==> src/rtl/ysyx_23060240_mem_arbiter.sv <==
// Two-master (IFU/LSU) to one-slave memory arbiter with round-robin grant and
// a bounded response wait that turns a missing response into an error strobe.
module ysyx_23060240_mem_arbiter #(
    parameter int TIMEOUT = 255
) (
    input  logic        clk,
    input  logic        rst,
    input  logic        ifu_req_valid,
    output logic        ifu_req_ready,
    input  logic [31:0] ifu_addr,
    output logic        ifu_resp_valid,
    output logic [31:0] ifu_rdata,
    output logic        ifu_resp_err,
    input  logic        lsu_req_valid,
    output logic        lsu_req_ready,
    input  logic [31:0] lsu_addr,
    input  logic        lsu_wen,
    input  logic [31:0] lsu_wdata,
    input  logic [3:0]  lsu_wmask,
    output logic        lsu_resp_valid,
    output logic [31:0] lsu_rdata,
    output logic        lsu_resp_err,
    output logic        mem_req_valid,
    input  logic        mem_req_ready,
    output logic [31:0] mem_addr,
    output logic        mem_wen,
    output logic [31:0] mem_wdata,
    output logic [3:0]  mem_wmask,
    input  logic        mem_resp_valid,
    input  logic [31:0] mem_rdata
);

    typedef enum logic [1:0] {S_IDLE, S_REQ, S_WAIT} state_e;

    localparam logic OWN_IFU = 1'b0;
    localparam logic OWN_LSU = 1'b1;
    localparam logic [15:0] TO_LAST = 16'(TIMEOUT - 1);

    state_e      state_q, state_d;
    logic        owner_q, owner_d;
    logic        last_q, last_d;
    logic [31:0] addr_q, addr_d;
    logic        wen_q, wen_d;
    logic [31:0] wdata_q, wdata_d;
    logic [3:0]  wmask_q, wmask_d;
    logic [15:0] cnt_q, cnt_d;

    logic ifu_win, lsu_win, ifu_acc, lsu_acc, timed_out, resp_fire;

    // On contention the master that did not win last time gets the grant.
    assign ifu_win   = ifu_req_valid && (!lsu_req_valid || last_q == OWN_LSU);
    assign lsu_win   = lsu_req_valid && (!ifu_req_valid || last_q == OWN_IFU);
    assign ifu_acc   = ifu_req_valid && ifu_req_ready;
    assign lsu_acc   = lsu_req_valid && lsu_req_ready;
    assign timed_out = (cnt_q == TO_LAST);
    assign resp_fire = mem_resp_valid || timed_out;

    always_ff @(posedge clk or negedge rst) begin
        if (!rst) state_q <= S_IDLE;
        else      state_q <= state_d;
    end

    always_comb begin
        state_d = state_q;
        unique case (state_q)
            S_IDLE:  if (ifu_acc || lsu_acc) state_d = S_REQ;
            S_REQ:   if (mem_req_ready)      state_d = S_WAIT;
            S_WAIT:  if (resp_fire)          state_d = S_IDLE;
            default: state_d = S_IDLE;
        endcase
    end

    always_comb begin
        ifu_req_ready  = 1'b0;
        lsu_req_ready  = 1'b0;
        ifu_resp_valid = 1'b0;
        ifu_rdata      = 32'h0;
        ifu_resp_err   = 1'b0;
        lsu_resp_valid = 1'b0;
        lsu_rdata      = 32'h0;
        lsu_resp_err   = 1'b0;
        mem_req_valid  = 1'b0;
        mem_addr       = 32'h0;
        mem_wen        = 1'b0;
        mem_wdata      = 32'h0;
        mem_wmask      = 4'h0;
        unique case (state_q)
            S_IDLE: begin
                ifu_req_ready = rst && ifu_win;
                lsu_req_ready = rst && lsu_win;
            end
            S_REQ: begin
                mem_req_valid = 1'b1;
                mem_addr      = addr_q;
                mem_wen       = wen_q;
                mem_wdata     = wdata_q;
                mem_wmask     = wmask_q;
            end
            S_WAIT: begin
                // A real response beats a coincident timeout.
                if (owner_q == OWN_IFU) begin
                    ifu_resp_valid = resp_fire;
                    ifu_rdata      = mem_resp_valid ? mem_rdata : 32'h0;
                    ifu_resp_err   = !mem_resp_valid && timed_out;
                end else begin
                    lsu_resp_valid = resp_fire;
                    lsu_rdata      = mem_resp_valid ? mem_rdata : 32'h0;
                    lsu_resp_err   = !mem_resp_valid && timed_out;
                end
            end
            default: ;
        endcase
    end

    always_comb begin
        owner_d = owner_q;
        last_d  = last_q;
        addr_d  = addr_q;
        wen_d   = wen_q;
        wdata_d = wdata_q;
        wmask_d = wmask_q;
        cnt_d   = cnt_q;
        if (ifu_acc) begin
            owner_d = OWN_IFU;
            last_d  = OWN_IFU;
            addr_d  = ifu_addr;
            wen_d   = 1'b0;
            wdata_d = 32'h0;
            wmask_d = 4'h0;
        end else if (lsu_acc) begin
            owner_d = OWN_LSU;
            last_d  = OWN_LSU;
            addr_d  = lsu_addr;
            wen_d   = lsu_wen;
            wdata_d = lsu_wdata;
            wmask_d = lsu_wmask;
        end
        if (state_q == S_REQ && mem_req_ready) cnt_d = 16'h0;
        else if (state_q == S_WAIT)            cnt_d = cnt_q + 16'h1;
    end

    always_ff @(posedge clk or negedge rst) begin
        if (!rst) begin
            owner_q <= OWN_IFU;
            last_q  <= OWN_LSU;
            addr_q  <= 32'h0;
            wen_q   <= 1'b0;
            wdata_q <= 32'h0;
            wmask_q <= 4'h0;
            cnt_q   <= 16'h0;
        end else begin
            owner_q <= owner_d;
            last_q  <= last_d;
            addr_q  <= addr_d;
            wen_q   <= wen_d;
            wdata_q <= wdata_d;
            wmask_q <= wmask_d;
            cnt_q   <= cnt_d;
        end
    end

endmodule

==> config.mk <==
export PLATFORM = sky130hd
export DESIGN_NAME = ysyx_23060240_mem_arbiter
export DESIGN_NICKNAME = d
export VERILOG_FILES = /design/src/rtl/ysyx_23060240_mem_arbiter.sv
export SDC_FILE = /design/constraint.sdc
export NUM_CORES = 1
export LEC_CHECK = 0
export BUFFER_PORTS_ARGS = -buffer_cell sky130_fd_sc_hd__buf_2
export CAP_MARGIN = 5
export CORE_ASPECT_RATIO = 0.5
export CORE_MARGIN = 3
export CORE_UTILIZATION = 48
export CTS_BUF_LIST = sky130_fd_sc_hd__clkbuf_8
export CTS_CLUSTER_SIZE = 14
export DETAILED_ROUTE_END_ITERATION = 16
export PLACE_DENSITY = 0.88
export SLEW_MARGIN = 10
export SYNTH_ARGS = -nofsm -noshare
export SYNTH_HDL_FRONTEND = slang
export SYNTH_SLANG_ARGS = --single-unit
export TNS_END_PERCENT = 100
==> constraint.sdc <==
create_clock -name clk -period 4.2 [get_ports clk]
set_input_delay 0.63 -clock clk [delete_from_list [all_inputs] [get_ports clk]]
set_output_delay 0.63 -clock clk [all_outputs]
set_load 0.03 [all_outputs]
Word level (Yosys, flattened, before mapping)
Cells that the tools add are included.
Operators by class
  add/sub/neg operators: 1
  multiply operators: 0
  div/mod/pow operators: 0
  order comparisons: 0
  eq/ne operators: 6
  shift operators: 0
  mux-type cells: 36
  bitwise operators: 1
  reductions and logical operators: 19
Operators with widths (count)
  32-bit two-way mux: 11
  16-bit two-way mux: 2
  16-bit by 1-bit adder with 16-bit output, second input constant: 1
  16-bit by 8-bit equality test with 1-bit output, second input constant: 1
  1-bit two-way mux: 16
  4-bit two-way mux: 3
  1-bit logical AND: 8
  2-bit two-way mux: 3
  2-bit != test, second input constant: 3
  2-bit case mux with 3 select lines: 1
  1-bit logical OR: 4
  2-bit nonzero test: 2
  1-bit logical NOT: 3
  3-bit AND reduction: 1
  2-bit by 1-bit equality test with 1-bit output, second input constant: 1
  2-bit equality test, second input constant: 1
  2-bit logical NOT: 1
  1-bit inverter: 1
Word-level totals
  flip-flop bits (word level): 89
  latch bits: 0
  RAM bits: 0
  ROM bits: 0
  bits of input ports: 139
  output and inout bits: 140
  logic and storage cells: 71
  memories kept: 0

Logic depth before layout (Yosys ltp)
  word-level depth: 9
  mapped depth: 6
  depth with buffers taken out: 6

Worst setup path before layout
Ideal clock, no wire load.
  path type: input to output
  start: in mem_resp_valid
  end: out ifu_resp_err
  arrival time: 1708 ps
  required time: 3570 ps
  path slack: 1862 ps
  cell stages on the path: 3
  buffers on the path: 2
  cell sequence: clkbuf_1 -> clkbuf_1 -> nor3_1
On the way
  word-level cells in the longest chain between the ends: 4
RTL lines
  start, declared: RTL line 29  | input logic mem_resp_valid,
  1-bit logical NOT: RTL line 104  | ifu_resp_err = !mem_resp_valid && timed_out;
  1-bit logical AND: RTL line 104
  1-bit two-way mux: RTL line 101  | if (owner_q == OWN_IFU) begin
  1-bit two-way mux: RTL line 87  | unique case (state_q)
  end, declared: RTL line 13  | output logic ifu_resp_err,
Every way passes these cells.

Final worst setup path
  start: reg state_q[1]
  end: out ifu_resp_err
On the way
  word-level cells in the longest chain between the ends: 2
RTL lines
  start, declared: RTL line 39  | state_e state_q, state_d;
  start signal, assigned: RTL line 60  | else state_q <= state_d;
  2-bit equality test: RTL line 87
  1-bit two-way mux: RTL line 87
Every way passes these cells.

==> results.toml <==
[floorplanning]
dieHeight_um = 74.8
ios = 279
core_area_mm2 = 0.00895
start_util_pct = 50.8
dieWidth_um = 144
rows = 24
dieArea_mm2 = 0.0107

[final_layout]
synthToLayoutAreaGrowth_pct = 35.5
num_antenna_cells = 0
layout_commonest_cell = "buf_2"
drive_gt1_share_pct = 39.0
mostFrequentLayoutCells = "277 x buf_2, 109 x nand2_1, 88 x dfrtp_1"
finalNetCount = 911
num-fill-cells = 746
final_core_util_pct = 68.8

[route]
finalWirelength_um = 14000
drt_iter0_drc = 284
route.vias.total = 4622
wl_per_cell_um = 15.7
dr.pass1.iters = 4
remaining_drc_errors = 0
avgViaCountPerCell = 5.18
antenna_left = 0

[power]
p_leak_nw = 3.57
p_per_area_mw_per_mm2 = 558
ir_drop_uv = 321

[logic_synthesis]
synth-async-reset-ratio_pct = 100
synth_edf_count = 0
synth_ff_type = "dfrtp_1"
ys_ff_latch = 89
syn_area_mm2 = 0.00454
avgSynthCellArea_um2 = 8.82
ys_warn_count = 0
synth-seq-area-share_pct = 49.1
synthCells = 515
synth.distinct_cells = 41
postSynthNetCount = 656

[grt]
overflow = 0
grt_pass1_wl_um = 20500
grt_max_degree = 71
grtUsageTotal_pct = 24.2
grt_pass1_vias = 4059
antenna_found_initial = 0

[outcome]
status = "finished clean"

[worst_setup_path]
slowest_delay_ns = 0.69
critical_path_arrival_ns = 2.58
crit_required_ns = 3.57
crit_fanout = 34
cp-start-kind = "register"
path_cells = "nor2b_1 -> nand2b_1 -> nor3_1 -> buf_2"
crit_type = "reg2out"
cp-end-kind = "output pin"
crit_slowest_cell = "nand2b_1"

[clock_network]
cts_buffers = 9
clk_pin_slew_worst_paths_ns = 0.08
cts_resized = 0
post_cts_buffers = 0
htreeDepth = 3
hold_buffers = 0
clkSinkCount = 89
clockRootBuffer = "clkbuf_8"
clock_latency_ns = 0.35
clock_path_buffers = 2
cts_tree = "built"

[hold_path]
hold_class = "in2async"

[timing]
rsz0062_at_grt = "no"
fin_skew_ns = 0.0102
finalHoldViolCount = 0
worst_pin_slew_ns = 1.13
period_share_pct = 76.3
drv_slew = 0
max_slew_margin_pct = 24.5
fmax_mhz = 312
setup_viol = 0
setup_tns_ns = 0
period_minus_slack_ns = 3.21

[run]
cap_violations = 0

[placement]
dpl.hpwl_um = 10500
io_buffer_count = 278
place_congestion = 0.834
cells by family (layout without fill, tap and decap cells):
logic type / count (synthesis) / count (layout) / synth area share, %
AOI/OAI and AO/OA: 88 / 88 / 15.3
xor gates and xnor gates: 5 / 5 / 0.964
DFF: 89 / 89 / 49.1
and+or+nand+nor: 285 / 285 / 29.7
muxes: 3 / 3 / 0.661
buffers and inverters: 43 / 303 / 3.77
adders and majority gates: 2 / 2 / 0.551
registers in the layout (all words and copies together), names as in the netlist:
signal,cells
addr_q,32
cnt_q,16
last_q,1
owner_q,1
state_q,2
wdata_q,32
wen_q,1
wmask_q,4
synthesized netlist by cell type, types with 2 or more instances:
| cell type | number | area (um^2) |
|---|---|---|
| buf_2 | 7 | 35.0 |
| o211ai_1 | 2 | 15.0 |
| nor3_1 | 4 | 20.0 |
| mux2i_1 | 3 | 30.0 |
| and4_1 | 2 | 17.5 |
| a22o_1 | 37 | 324 |
| nand3_1 | 8 | 40.0 |
| buf_1 | 3 | 11.3 |
| ha_1 | 2 | 25.0 |
| nand2_1 | 109 | 409 |
| nor2b_1 | 2 | 12.5 |
| o31ai_1 | 4 | 30.0 |
| nor4_1 | 2 | 12.5 |
| clkbuf_1 | 29 | 109 |
| and2_1 | 69 | 432 |
| a21o_1 | 3 | 22.5 |
| inv_1 | 3 | 11.3 |
| o21ai_0 | 5 | 25.0 |
| nor2_1 | 71 | 267 |
| nand2b_1 | 4 | 25.0 |
| xor2_1 | 4 | 35.0 |
| a22oi_1 | 32 | 240 |
| dfrtp_1 | 88 | 2200 |
| nand4_1 | 5 | 31.3 |
power breakdown:
part / internal (W) / total, W / switching, W
clock network: 0.000242 / 0.000530 / 0.000289
logic: 0.000531 / 0.00151 / 0.000979
registers: 0.00120 / 0.00140 / 0.000196
final timing paths:
kind                           endpoint  cells past startpoint  startpoint  slack [ns]
min in group clk             addr_q[22]                      2  addr_q[22]        0.47
min reg2reg                  addr_q[22]                      2  addr_q[22]        0.47
max reg2reg                   cnt_q[13]                      4  state_q[1]        2.18
max in group asynchronous      cnt_q[9]                      2         rst        2.91
min                           addr_q[3]                      1         rst        0.18
max                        ifu_resp_err                      4  state_q[1]        0.99
worst max-delay path: cells and delay by family, from the launching register on:
kind / cells / cell delay (ns)
AND/OR/NAND/NOR: 3 / 1.50
flip-flops: 1 / 0.46
buffers and inverters: 1 / 0.25
per-layer routing:
layer / vias up / routed length [um] / GRT usage [%] / part of all wire [%]
met3: 24 / 751 / 5.27 / 5.4
met2: 160 / 7240 / 43.1 / 52
li1: 2246 / - / - / -
met1: 2192 / 5710 / 30.5 / 41
met5: - / 0 / 0 / 0
met4: 0 / 277 / 6.68 / 2.0
metrics by stage:
step	worst slack [ns]	cell area, um^2	hold slack [ns]	cells	total power, W
floorplan	1.86	4540	0.334	515	0.00246
global placement	1.28	5980	0.450	876	0.00287
detailed placement	1.20	5980	0.454	876	0.00292
CTS	0.971	6160	0.178	892	0.00346
global route	0.760	6160	0.184	892	0.00367
finish	0.995	6160	0.184	892	0.00344
final cells by class:
cell class	instances	area, um^2	area share [%]
Sequential cell	89	2230	36.2
Multi-Input combinational cell	383	2150	35.0
Timing Repair Buffer	284	1440	23.4
Clock buffer	11	151	2.46
Tap cell	117	146	2.38
Clock inverter	5	25.0	0.407
Inverter	3	11.3	0.183
Note: power is estimated with default switching activity, not from simulation.
